$ cat src/rtl/control_sequencer_pkg.sv
// Shared constants for the microcode sequencer: control-word bit positions,
// word and address widths, and the positions of the stored ALU flags.
package control_sequencer_pkg;

    localparam int CTRL_W = 16;
    localparam int ADDR_W = 9;

    localparam int HLT = 15;
    localparam int MI  = 14;
    localparam int RI  = 13;
    localparam int RO  = 12;
    localparam int IO  = 11;
    localparam int II  = 10;
    localparam int AI  = 9;
    localparam int AO  = 8;
    localparam int EO  = 7;
    localparam int SU  = 6;
    localparam int BI  = 5;
    localparam int OI  = 4;
    localparam int CE  = 3;
    localparam int CO  = 2;
    localparam int J   = 1;
    localparam int FI  = 0;

    localparam int CF = 1;
    localparam int ZF = 0;

endpackage

$ cat src/rtl/microstep_counter.sv
// Microstep counter: wraps after MAX_STEP-1, ends an instruction early on an
// all-zero control word past the fetch steps, and freezes on a HLT word.
module microstep_counter
    import control_sequencer_pkg::*;
#(
    parameter int STEP_W      = 3,
    parameter int MAX_STEP    = 5,
    parameter int FETCH_STEPS = 2,
    parameter int END_ON_ZERO = 1
) (
    input  logic              clk,
    input  logic              reset,
    input  logic              advance,
    input  logic [CTRL_W-1:0] ctrl_word,
    output logic [STEP_W-1:0] step
);

    localparam logic [STEP_W-1:0] LAST_STEP = STEP_W'(MAX_STEP - 1);
    localparam logic [STEP_W:0]   FETCH_END = (STEP_W + 1)'(FETCH_STEPS);
    localparam bit                EARLY_EN  = (END_ON_ZERO != 0);

    logic [STEP_W-1:0] step_q;
    logic [STEP_W-1:0] step_d;

    // Decisions on ctrl_word are only taken when advancing, so an undriven
    // ROM output during a stall cannot reach the register.
    always_comb begin
        step_d = step_q;
        if (advance) begin
            if (ctrl_word[HLT]) begin
                step_d = step_q;
            end else if (step_q >= LAST_STEP) begin
                step_d = '0;
            end else if (EARLY_EN && (ctrl_word == '0) && ({1'b0, step_q} >= FETCH_END)) begin
                step_d = '0;
            end else begin
                step_d = step_q + 1'b1;
            end
        end
    end

    always_ff @(posedge clk or posedge reset) begin
        if (reset) begin
            step_q <= '0;
        end else begin
            step_q <= step_d;
        end
    end

    assign step = step_q;

endmodule

$ cat src/rtl/control_sequencer.sv
// Microcode sequencer: forms the ROM address {CF, ZF, opcode, step}, keeps the
// ALU flags and halt latch, and exports the datapath run qualifier.
module control_sequencer #(
    parameter  int OPC_W       = 4,
    parameter  int STEP_W      = 3,
    parameter  int FLAG_W      = 2,
    parameter  int MAX_STEP    = 5,
    parameter  int FETCH_STEPS = 2,
    parameter  int END_ON_ZERO = 1,
    localparam int ADDR_W      = FLAG_W + OPC_W + STEP_W
) (
    input  logic              clk,
    input  logic              reset,
    input  logic              step_en,
    input  logic [OPC_W-1:0]  opcode,
    input  logic              carry_in,
    input  logic              zero_in,
    input  logic [15:0]       ctrl_word,
    output logic [ADDR_W-1:0] rom_addr,
    output logic [FLAG_W-1:0] flags,
    output logic [STEP_W-1:0] step,
    output logic              instr_start,
    output logic              halted,
    output logic              run
);

    import control_sequencer_pkg::*;

    logic [FLAG_W-1:0] flags_q;
    logic [FLAG_W-1:0] flags_d;
    logic              halted_q;
    logic              halted_d;
    logic [STEP_W-1:0] step_w;

    assign run = step_en & ~halted_q;

    microstep_counter #(
        .STEP_W      (STEP_W),
        .MAX_STEP    (MAX_STEP),
        .FETCH_STEPS (FETCH_STEPS),
        .END_ON_ZERO (END_ON_ZERO)
    ) u_step (
        .clk       (clk),
        .reset     (reset),
        .advance   (run),
        .ctrl_word (ctrl_word),
        .step      (step_w)
    );

    // FI and HLT act independently so a combined word both loads and halts.
    always_comb begin
        flags_d  = flags_q;
        halted_d = halted_q;
        if (run) begin
            if (ctrl_word[FI]) begin
                flags_d     = '0;
                flags_d[CF] = carry_in;
                flags_d[ZF] = zero_in;
            end
            if (ctrl_word[HLT]) begin
                halted_d = 1'b1;
            end
        end
    end

    always_ff @(posedge clk or posedge reset) begin
        if (reset) begin
            flags_q  <= '0;
            halted_q <= 1'b0;
        end else begin
            flags_q  <= flags_d;
            halted_q <= halted_d;
        end
    end

    assign rom_addr    = {flags_q, opcode, step_w};
    assign flags       = flags_q;
    assign step        = step_w;
    assign instr_start = (step_w == '0);
    assign halted      = halted_q;

endmodule

$ cat config.mk
export PLATFORM = sky130hd
export DESIGN_NAME = control_sequencer
export DESIGN_NICKNAME = d
export VERILOG_FILES = /design/src/rtl/control_sequencer_pkg.sv /design/src/rtl/microstep_counter.sv /design/src/rtl/control_sequencer.sv
export SDC_FILE = /design/constraint.sdc
export NUM_CORES = 1
export LEC_CHECK = 0
export ABC_AREA = 1
export CAP_MARGIN = 5
export CORE_MARGIN = 8
export CORE_UTILIZATION = 26
export CTS_CLUSTER_DIAMETER = 80
export CTS_CLUSTER_SIZE = 24
export DETAILED_ROUTE_END_ITERATION = 7
export GPL_TIMING_DRIVEN = 0
export HOLD_SLACK_MARGIN = 0.08
export MAX_ROUTING_LAYER = met4
export PLACE_DENSITY = 0.77
export SLEW_MARGIN = 20
export SYNTH_ARGS = -nofsm -noshare
export SYNTH_HDL_FRONTEND = slang
export SYNTH_SLANG_ARGS = --single-unit
$ cat constraint.sdc
create_clock -name clk -period 1 [get_ports clk]
set_input_delay 0.2 -clock clk [delete_from_list [all_inputs] [get_ports clk]]
set_output_delay 0.2 -clock clk [all_outputs]
set_load 0.01 [all_outputs]
# Word-level counts from Yosys, hierarchy flattened
# Index checks and enable logic that the tools add are counted.
dict set report word_totals {
  elab_cells 17
  out_inout_bits 17
  ff_bits 6
  input_bits 25
}
dict set report classes {
  n_reduce_logical 6
  n_addsub 1
  mux 2
  n_lt_le_gt_ge 2
  bitwise_logic 3
}
# op n
set op_table {}
lappend op_table {{16-bit zero test} 1}
lappend op_table {{3-bit two-way mux} 2}
lappend op_table {{2-bit AND reduction} 3}
lappend op_table {{3-bit by 1-bit adder with 3-bit output (second input constant)} 1}
lappend op_table {{3-bit by 2-bit >= comparator with 1-bit output (second input constant)} 1}
lappend op_table {{3-bit >= comparator (second input constant)} 1}
lappend op_table {{3-bit zero test} 1}
lappend op_table {{1-bit inverter} 2}
lappend op_table {{1-bit bitwise AND} 1}
lappend op_table {{1-bit logical AND} 1}

# Depth between registers and ports, before layout
# Gate-level depths: netlist of the first run.
dict set report logic_depth {
  ltp_word 4
  ltp_mapped 6
  depth_no_buf 6
}

# Cells and area by module
# A second synthesis of the first run with hierarchy kept.
dict set report hier_totals {
  cells_unflattened 64
  area_unflattened_um2 461.7
}
# module area_per_inst_um2 cells_per_inst instances seq_area_each_um2
set by_module_without_submodules {}
lappend by_module_without_submodules {microstep_counter 254.0 38 1 75.1}
lappend by_module_without_submodules {control_sequencer 207.7 26 1 75.1}

# Worst setup path after synthesis of the first run
# No wires, ideal clock.
dict set report synth_path {
  path_type {register -> register}
  startpoint {register u_step.step_q[0], in the netlist u_step.step[0]}
  endpoint {register u_step.step_q[1], in the netlist u_step.step[1]}
  n_path_buf 0
  setup_ns 0.065
  path_stages_with_launch 7
  required_ns 0.935
  arrival_time_ns 1.047
  setup_slack_ns -0.111
  period_less_slack_ns 1.111
  cell_sequence {dfrtp_1 > inv_1 > ha_1 > inv_1 > nor3_1 > nand2_1 > nand2_1}
}
dict set report synth_via {
  elab_chain_len 4
  word_cells_on_any_way 6
  classes_between {add/sub: 1; order compare: 2; mux: 2; reduce/logical: 1}
}
# item line
set synth_rtl {}
lappend synth_rtl {{start: declaration} microstep_counter.sv:22} ;# logic [STEP_W-1:0] step_q;
lappend synth_rtl {{start signal: assignment} microstep_counter.sv:46} ;# step_q <= step_d;
lappend synth_rtl {{3-bit by 2-bit >= comparator with 1-bit output} microstep_counter.sv:34} ;# end else if (EARLY_EN && (ctrl_word == '0) && ({1'b0, step_q} >= FETCH_END)) begin
lappend synth_rtl {{1-bit logical AND} microstep_counter.sv:34}
lappend synth_rtl {{3-bit two-way mux} microstep_counter.sv:34}
lappend synth_rtl {{3-bit two-way mux (*)} microstep_counter.sv:32} ;# end else if (step_q >= LAST_STEP) begin
# Mark *: on every way between the ends. The rest lies on a longest branch, timed or not.
# A chain may end at the register's enable or synchronous reset.

# Worst setup path in the final report of the first run
dict set report layout_path {
  startpoint {register u_step.step_q[1], in the netlist u_step.step[1]}
  endpoint {output port instr_start}
}
dict set report layout_via {
  elab_chain_len 1
}
# item line
set layout_rtl {}
lappend layout_rtl {{3-bit zero test} control_sequencer.sv:79} ;# assign instr_start = (step_w == '0);
lappend layout_rtl {{end: declaration} control_sequencer.sv:22} ;# output logic instr_start,
# Every way passes these cells.

==> impl_results.md, run 1 <==
* Status: finished, violations left
* Failing checks: setup timing
* Total routed wirelength at 1580 µm
* Hold Vio Cnt, Final at 0
* Htree depth at 1
* Peak VDD IR at 0.617 mV
* FF-to-FF path depth at 7
* Number of flops mapped to enable cells by yosys at 0
* Initial antenna violation count at 0
* NetSw at 425 µW
* Maximum achievable frequency at 770 MHz
* Design area at 1040 µm²
* Critical path type: reg2out
* Clk_skew at 0.00889 ns
* Starting Density at 0.268
* Die W at roughly 58 µm
* Via Count at around 580
* First-pass GRT wire length at 2580 µm
* Critical Path End Type: output port
* Max Cap Violations at 0
* Yosys cell types at 13
* Row count at 15
* Clk pwr share at 0.187
* Hold Path Class: in2async
* Hold_ws at about 0.17 ns
* Largest net degree at the start of global routing at 7
* Tightest Pin Transition at roughly 0.23 ns
* Clock buffer count from CTS at 3
* All-Layer GR Usage at 0.103
* Leakage at roughly 0.00053 µW
* Worst skew pair latency at 0.25 ns
* Flop2flop setup slack at -0.12 ns
* CTS tree: done
* Total die area at 3310 µm²
* Layout area overhead at 133%
* Core footprint at between 1500 and 2000 µm²
* Crit Path Max Fanout at 3
* Gp weighted congestion at 0.783
* Dominant synthesized flop cell: dfrtp_1
* Sequential Power Share at 0.247
* Tcrit/Tclk final at 1.30
* Share of the synthesized area in the top cell type at 0.335
* Cell Pwr Density at 1270 nW/µm²
* Drt wl/cell at about 12 µm
* Number of global-route vias before repair at 616
* Comb pwr share at 0.566
* Slew Viols, Final at 0
* Antenna cells at 0
* Clock slew at reported path FFs at ~0.050 ns
* I/O Buffers at 37
* Final setup violation count at 14
* Synthesis-stage register bit count at 6
* Mapped Cells at 64
* Hold-fix buffers, CTS at 0
* RSZ-0062 raised after global routing: yes
* Asr flop ratio synth at 1.00
* Drt first-iter violations at 3
* CTS max path bufs at 2
* Ys Warns at 0
* Final WS setup at -0.298 ns
* Remaining antenna violation count at 0
* Internal power at 904 µW
* Worst Path Required at 0.80 ns
* Startpoint Class: flip-flop
* Min cycle time layout at 1.30 ns
* Cell taking the most area after synthesis: dfrtp_1
* Synthesized area at approximately 450 µm²
* Rel. slew slack at 0.846
* Fin util at 0.624
* # clock sinks at 6
* Count leader, synth: nand2_1
* Residual DRC at 0
* Placed Area at 847 µm²
* Post-Synthesis Net Count at 91
* Arrival time of the worst setup path at 1.10 ns
* Seq/Total Area, Yosys at 0.335
* Die height at 57.5 µm
* Design Power at 1330 µW
* Switching portion of total power at 0.320
* I/O pin cnt at 42
* Drt pass-1 iters at 2
* Dpl hpwl at 1160 µm
* Synth top area cells: dfrtp_1 (34%), buf_4 (15%), nand2_1 (14%), nor2_1 (10%), inv_1 (5.9%)
* Clock Tree Root: clkbuf_4
* Fraction of layout cells with a size suffix above 1 at 0.500
* Gr ovfl total at 0
* Syn avg cell area at 7.00 µm²
* Leading post-synthesis cells by instance count: nand2_1 (17), nor2_1 (12), buf_4 (9)
* Via/cell ratio at 4.26
* Final nets at 146
power by group through the flow:
stage               sequential, µW  clock [µW]  combinational, µW
floorplan                      354           0                195
global placement               347           0                500
detailed placement             348           0                508
CTS                            325         251                651
global route                   333         273                807
finish                         328         249                752
flip-flops by register name, indices dropped and copies added (netlist names):
name and cells:
u_step.step 3, halted 1, flags 2
what timing repair did:
| action | 4_1_cts | 5_1_grt |
|---|---|---|
| buffers inserted | 10 | 4 |
| setup endpoints to repair | 19 | 19 |
| pin swaps | 2 | 7 |
| hold endpoints to repair | 0 | 0 |
| resized for setup | 76 | 14 |
stage by stage:
stage               cells  setup slack [ns]  TNS, ns
floorplan              64           -0.0203  -0.0260
global placement      118            -0.650    -4.49
detailed placement    118            -0.659    -4.73
CTS                   132            -0.285    -1.68
global route          135            -0.368    -2.41
finish                135            -0.298    -1.66
worst max-delay path, stage by stage (launching register included):
cell	delay, ns
dfrtp_2	0.42
inv_2	0.07
ha_4	0.13
inv_2	0.03
nor2_1	0.06
buf_2	0.13
cells in the final DEF (no fill, tap or decap), types with 3 or more instances in the layout:
| master | netlist | routed |
|---|---|---|
| dfrtp_2 | 0 | 3 |
| nand2_1 | 17 | 13 |
| dlygate4sd2_1 | 0 | 5 |
| clkbuf_4 | 0 | 3 |
| nor2_1 | 12 | 12 |
| buf_2 | 0 | 5 |
| nand2_2 | 0 | 3 |
| buf_6 | 0 | 17 |
| inv_2 | 1 | 6 |
| dfrtp_1 | 6 | 3 |
| clkdlybuf4s50_1 | 0 | 18 |
| buf_4 | 9 | 13 |
| nor3_2 | 0 | 3 |
cells by family after synthesis:
kind of cell,share of synthesized area
AOI/OAI and AO/OA,0.0168
adders and majority gates,0.0559
buffers and inverters,0.218
DFF,0.335
and+or+nand+nor,0.374
layout make-up:
cell class | count | area [µm²]
Buffer | 9 | 86.3
Multi-Input combinational cell | 41 | 260
Fill cell | 163 | 628
Inverter | 8 | 30.0
Sequential cell | 6 | 154
Clock buffer | 4 | 26.3
Timing Repair Buffer | 50 | 464
Tap cell | 17 | 21.3
worst paths after layout:
check | start | end
worst max-delay path | u_step.step[1]$_DFFE_PP0P_ | instr_start
worst min-delay path | reset | u_step.step[2]$_DFFE_PP0P_
worst max register to register | u_step.step[0]$_DFFE_PP0P_ | u_step.step[2]$_DFFE_PP0P_
worst min register to register | halted$_DFFE_PP0P_ | halted$_DFFE_PP0P_
max in group asynchronous | reset | u_step.step[0]$_DFFE_PP0P_
min in group clk | step_en | halted$_DFFE_PP0P_
routing by layer:
layer,vias up,global-route usage,share of wire
met5,-,-,0
met2,29,0.167,0.50
li1,296,-,-
met1,248,0.0957,0.38
met4,0,0.0429,0.0070
met3,2,0.0628,0.12
Power figures use the tool's default switching activity.
==> run 2, diff against run 1 <==
--- a/config.mk
+++ b/config.mk
@@ -12,7 +12,6 @@
 export CTS_CLUSTER_DIAMETER = 80
 export CTS_CLUSTER_SIZE = 24
 export DETAILED_ROUTE_END_ITERATION = 7
-export GPL_TIMING_DRIVEN = 0
 export HOLD_SLACK_MARGIN = 0.08
 export MAX_ROUTING_LAYER = met4
 export PLACE_DENSITY = 0.77
@@ -20,3 +19,4 @@
 export SYNTH_ARGS = -nofsm -noshare
 export SYNTH_HDL_FRONTEND = slang
 export SYNTH_SLANG_ARGS = --single-unit
+export TNS_END_PERCENT = 30
==> impl_results.md, run 2 (synthesis results as in run 1) <==
* Status: finished, violations left (unchanged)
* Failing checks: setup timing (unchanged)
* Slowest cell on the critical path: dfrtp_2 (unchanged)
* Crit-path cells: inv_2, ha_4, inv_2, nor2_1, buf_2 (unchanged)
* Gp weighted congestion at 0.822 (was 0.783)
* Die height at 57.5 µm (unchanged)
* Residual DRC at 0 (unchanged)
* Core footprint at 1670 µm² (unchanged)
* Final nets at 130 (was 146)
* Dpl hpwl at 1140 µm (was 1160 µm)
* Initial antenna violation count at 0 (unchanged)
* RSZ-0062 raised after global routing: yes (unchanged)
* Crit Path Max Fanout at 2 (was 3)
* Via/cell ratio at 4.27 (was 4.26)
* Htree depth at 1 (unchanged)
* Crit-path max cell delay at 0.40 ns (was 0.42 ns)
* Hold Vio Cnt, Final at 0 (unchanged)
* Fin util at 0.495 (was 0.624)
* CTS max path bufs at 2 (unchanged)
* Antenna cells at 0 (unchanged)
* Total die area at 3310 µm² (unchanged)
* Tightest Pin Transition at 0.224 ns (was 0.231 ns)
* Final setup violation count at 12 (was 14)
* Gr ovfl total at 0 (unchanged)
* Total routed wirelength at 1340 µm (was 1580 µm)
* Remaining antenna violation count at 0 (unchanged)
* Rel. slew slack at 0.850 (was 0.846)
* Layout area overhead at 84.6% (was 133%)
* Final WS setup at -0.293 ns (was -0.298 ns)
* Largest net degree at the start of global routing at 7 (unchanged)
* Drt wl/cell at 11.3 µm (was 11.7 µm)
* Clock buffer count from CTS at 3 (unchanged)
* Slew Viols, Final at 0 (unchanged)
* Max Cap Violations at 0 (unchanged)
* Hold Path Class: in2async (unchanged)
* CTS tree: done (unchanged)
* Post-Place Setup Slack at -0.565 ns (was -0.659 ns)
* Commonest non-fill, non-tap cell in the layout: clkdlybuf4s50_1 (unchanged)
* Critical path type: reg2out (unchanged)
* Min cycle time layout at 1.29 ns (was 1.30 ns)
* Worst Path Required at 0.80 ns (about the same)
* Die W at 57.5 µm (unchanged)
* Tcrit/Tclk final at 1.29 (was 1.30)
* Maximum achievable frequency at 773 MHz (was 770 MHz)
* Clock Tree Root: clkbuf_4 (unchanged)
* Hold_ws at 0.156 ns (was 0.172 ns)
* I/O pin cnt at 42 (unchanged)
* Clock slew at reported path FFs at 0.05 ns (about the same)
* Critical Path End Type: output port (unchanged)
* Drt pass-1 iters at 4 (was 2)
* Peak VDD IR at 0.493 mV (was 0.617 mV)
* All-Layer GR Usage at 0.0919 (was 0.103)
* Number of global-route vias before repair at 541 (was 616)
* I/O Buffers at 33 (was 37)
* Leakage at 0.000413 µW (was 0.000529 µW)
* Drt first-iter violations at 5 (was 3)
* Fill count at 163 (unchanged)
* Most frequent cells in the layout: clkdlybuf4s50_1 (20), nand2_1 (16), nor2_1 (12) (was clkdlybuf4s50_1 (18), buf_6 (17), nand2_1 (13), buf_4 (13), nor2_1 (12))
* Most numerous cell on the critical path: inv_2 (unchanged)
* Clk_skew at 0.00828 ns (was 0.00889 ns)
* # clock sinks at 6 (unchanged)
* Row count at 15 (unchanged)
* Cell Pwr Density at 1280 nW/µm² (was 1270 nW/µm²)
* Fraction of layout cells with a size suffix above 1 at 0.373 (was 0.500)
* Hold-fix buffers, CTS at 0 (unchanged)
* Worst skew pair latency at 0.25 ns (about the same)
* First-pass GRT wire length at 2280 µm (was 2580 µm)
* Via Count at 508 (was 575)
* Startpoint Class: flip-flop (unchanged)
* Starting Density at 0.268 (unchanged)
* Max FFs per register at 3 (unchanged)
* Arrival time of the worst setup path at 1.09 ns (was 1.10 ns)
-- run 2: through the flow --
step	total power [µW]	cells	cell area (µm²)	setup TNS [ns]
after CTS	1020	118	793	-1.70
after global placement	827	114	807	-4.09
after detailed placement	833	114	807	-4.36
after global routing	1140	119	827	-2.20
after floorplan	549	64	455	-0.0260
final	1060	119	827	-1.54
-- run 2: area by class of cell --
type,count,area (µm²),share of cell area
clock buffers,4,26.3,0.0318
well taps,17,21.3,0.0257
repair buffers,43,367,0.443
flip-flops and latches,6,153,0.185
inverters,8,30.0,0.0363
multi-input cells,41,230,0.278
-- run 2: report_power, final --
part | switching, µW | internal [µW]
Sequential | 27.5 | 285
Combinational | 221 | 268
Clock | 103 | 152
Total | 351 | 705
-- run 2: repair_timing --
action | CTS | global route
pin swaps | 1 | 1
setup buffers | 0 | 1
resized for setup | 49 | 10
gates cloned | 0 | 0
endpoints found under the setup margin | 16 | 16
endpoints found under the hold margin | 0 | 0
-- run 2: layer usage --
metal / routed length [µm] / vias up / track usage
met5: 0 / - / -
met4: 20 / 0 / 0.0607
met3: 134 / 2 / 0.0471
met2: 661 / 25 / 0.135
met1: 526 / 221 / 0.0943
li1: - / 260 / -
-- run 2: final timing paths --
check	start	to	slack (ns)	cells after the start
max	u_step.step[1]$_DFFE_PP0P_	instr_start	-0.29	5
min	reset	u_step.step[2]$_DFFE_PP0P_	0.16	2
max reg2reg	u_step.step[0]$_DFFE_PP0P_	u_step.step[2]$_DFFE_PP0P_	-0.09	6
min reg2reg	halted$_DFFE_PP0P_	halted$_DFFE_PP0P_	0.57	1
max in group asynchronous	reset	u_step.step[1]$_DFFE_PP0P_	0.64	2
min in group clk	opcode[0]	rom_addr[3]	0.40	0
-- run 2: worst max-delay path: cells and delay by family (launching register included) --
kind	cells	cell delay (ns)
adder cells (fa/ha/maj)	1	0.13
flip-flops	1	0.40
AND/OR/NAND/NOR	1	0.08
buffers and inverters	3	0.23
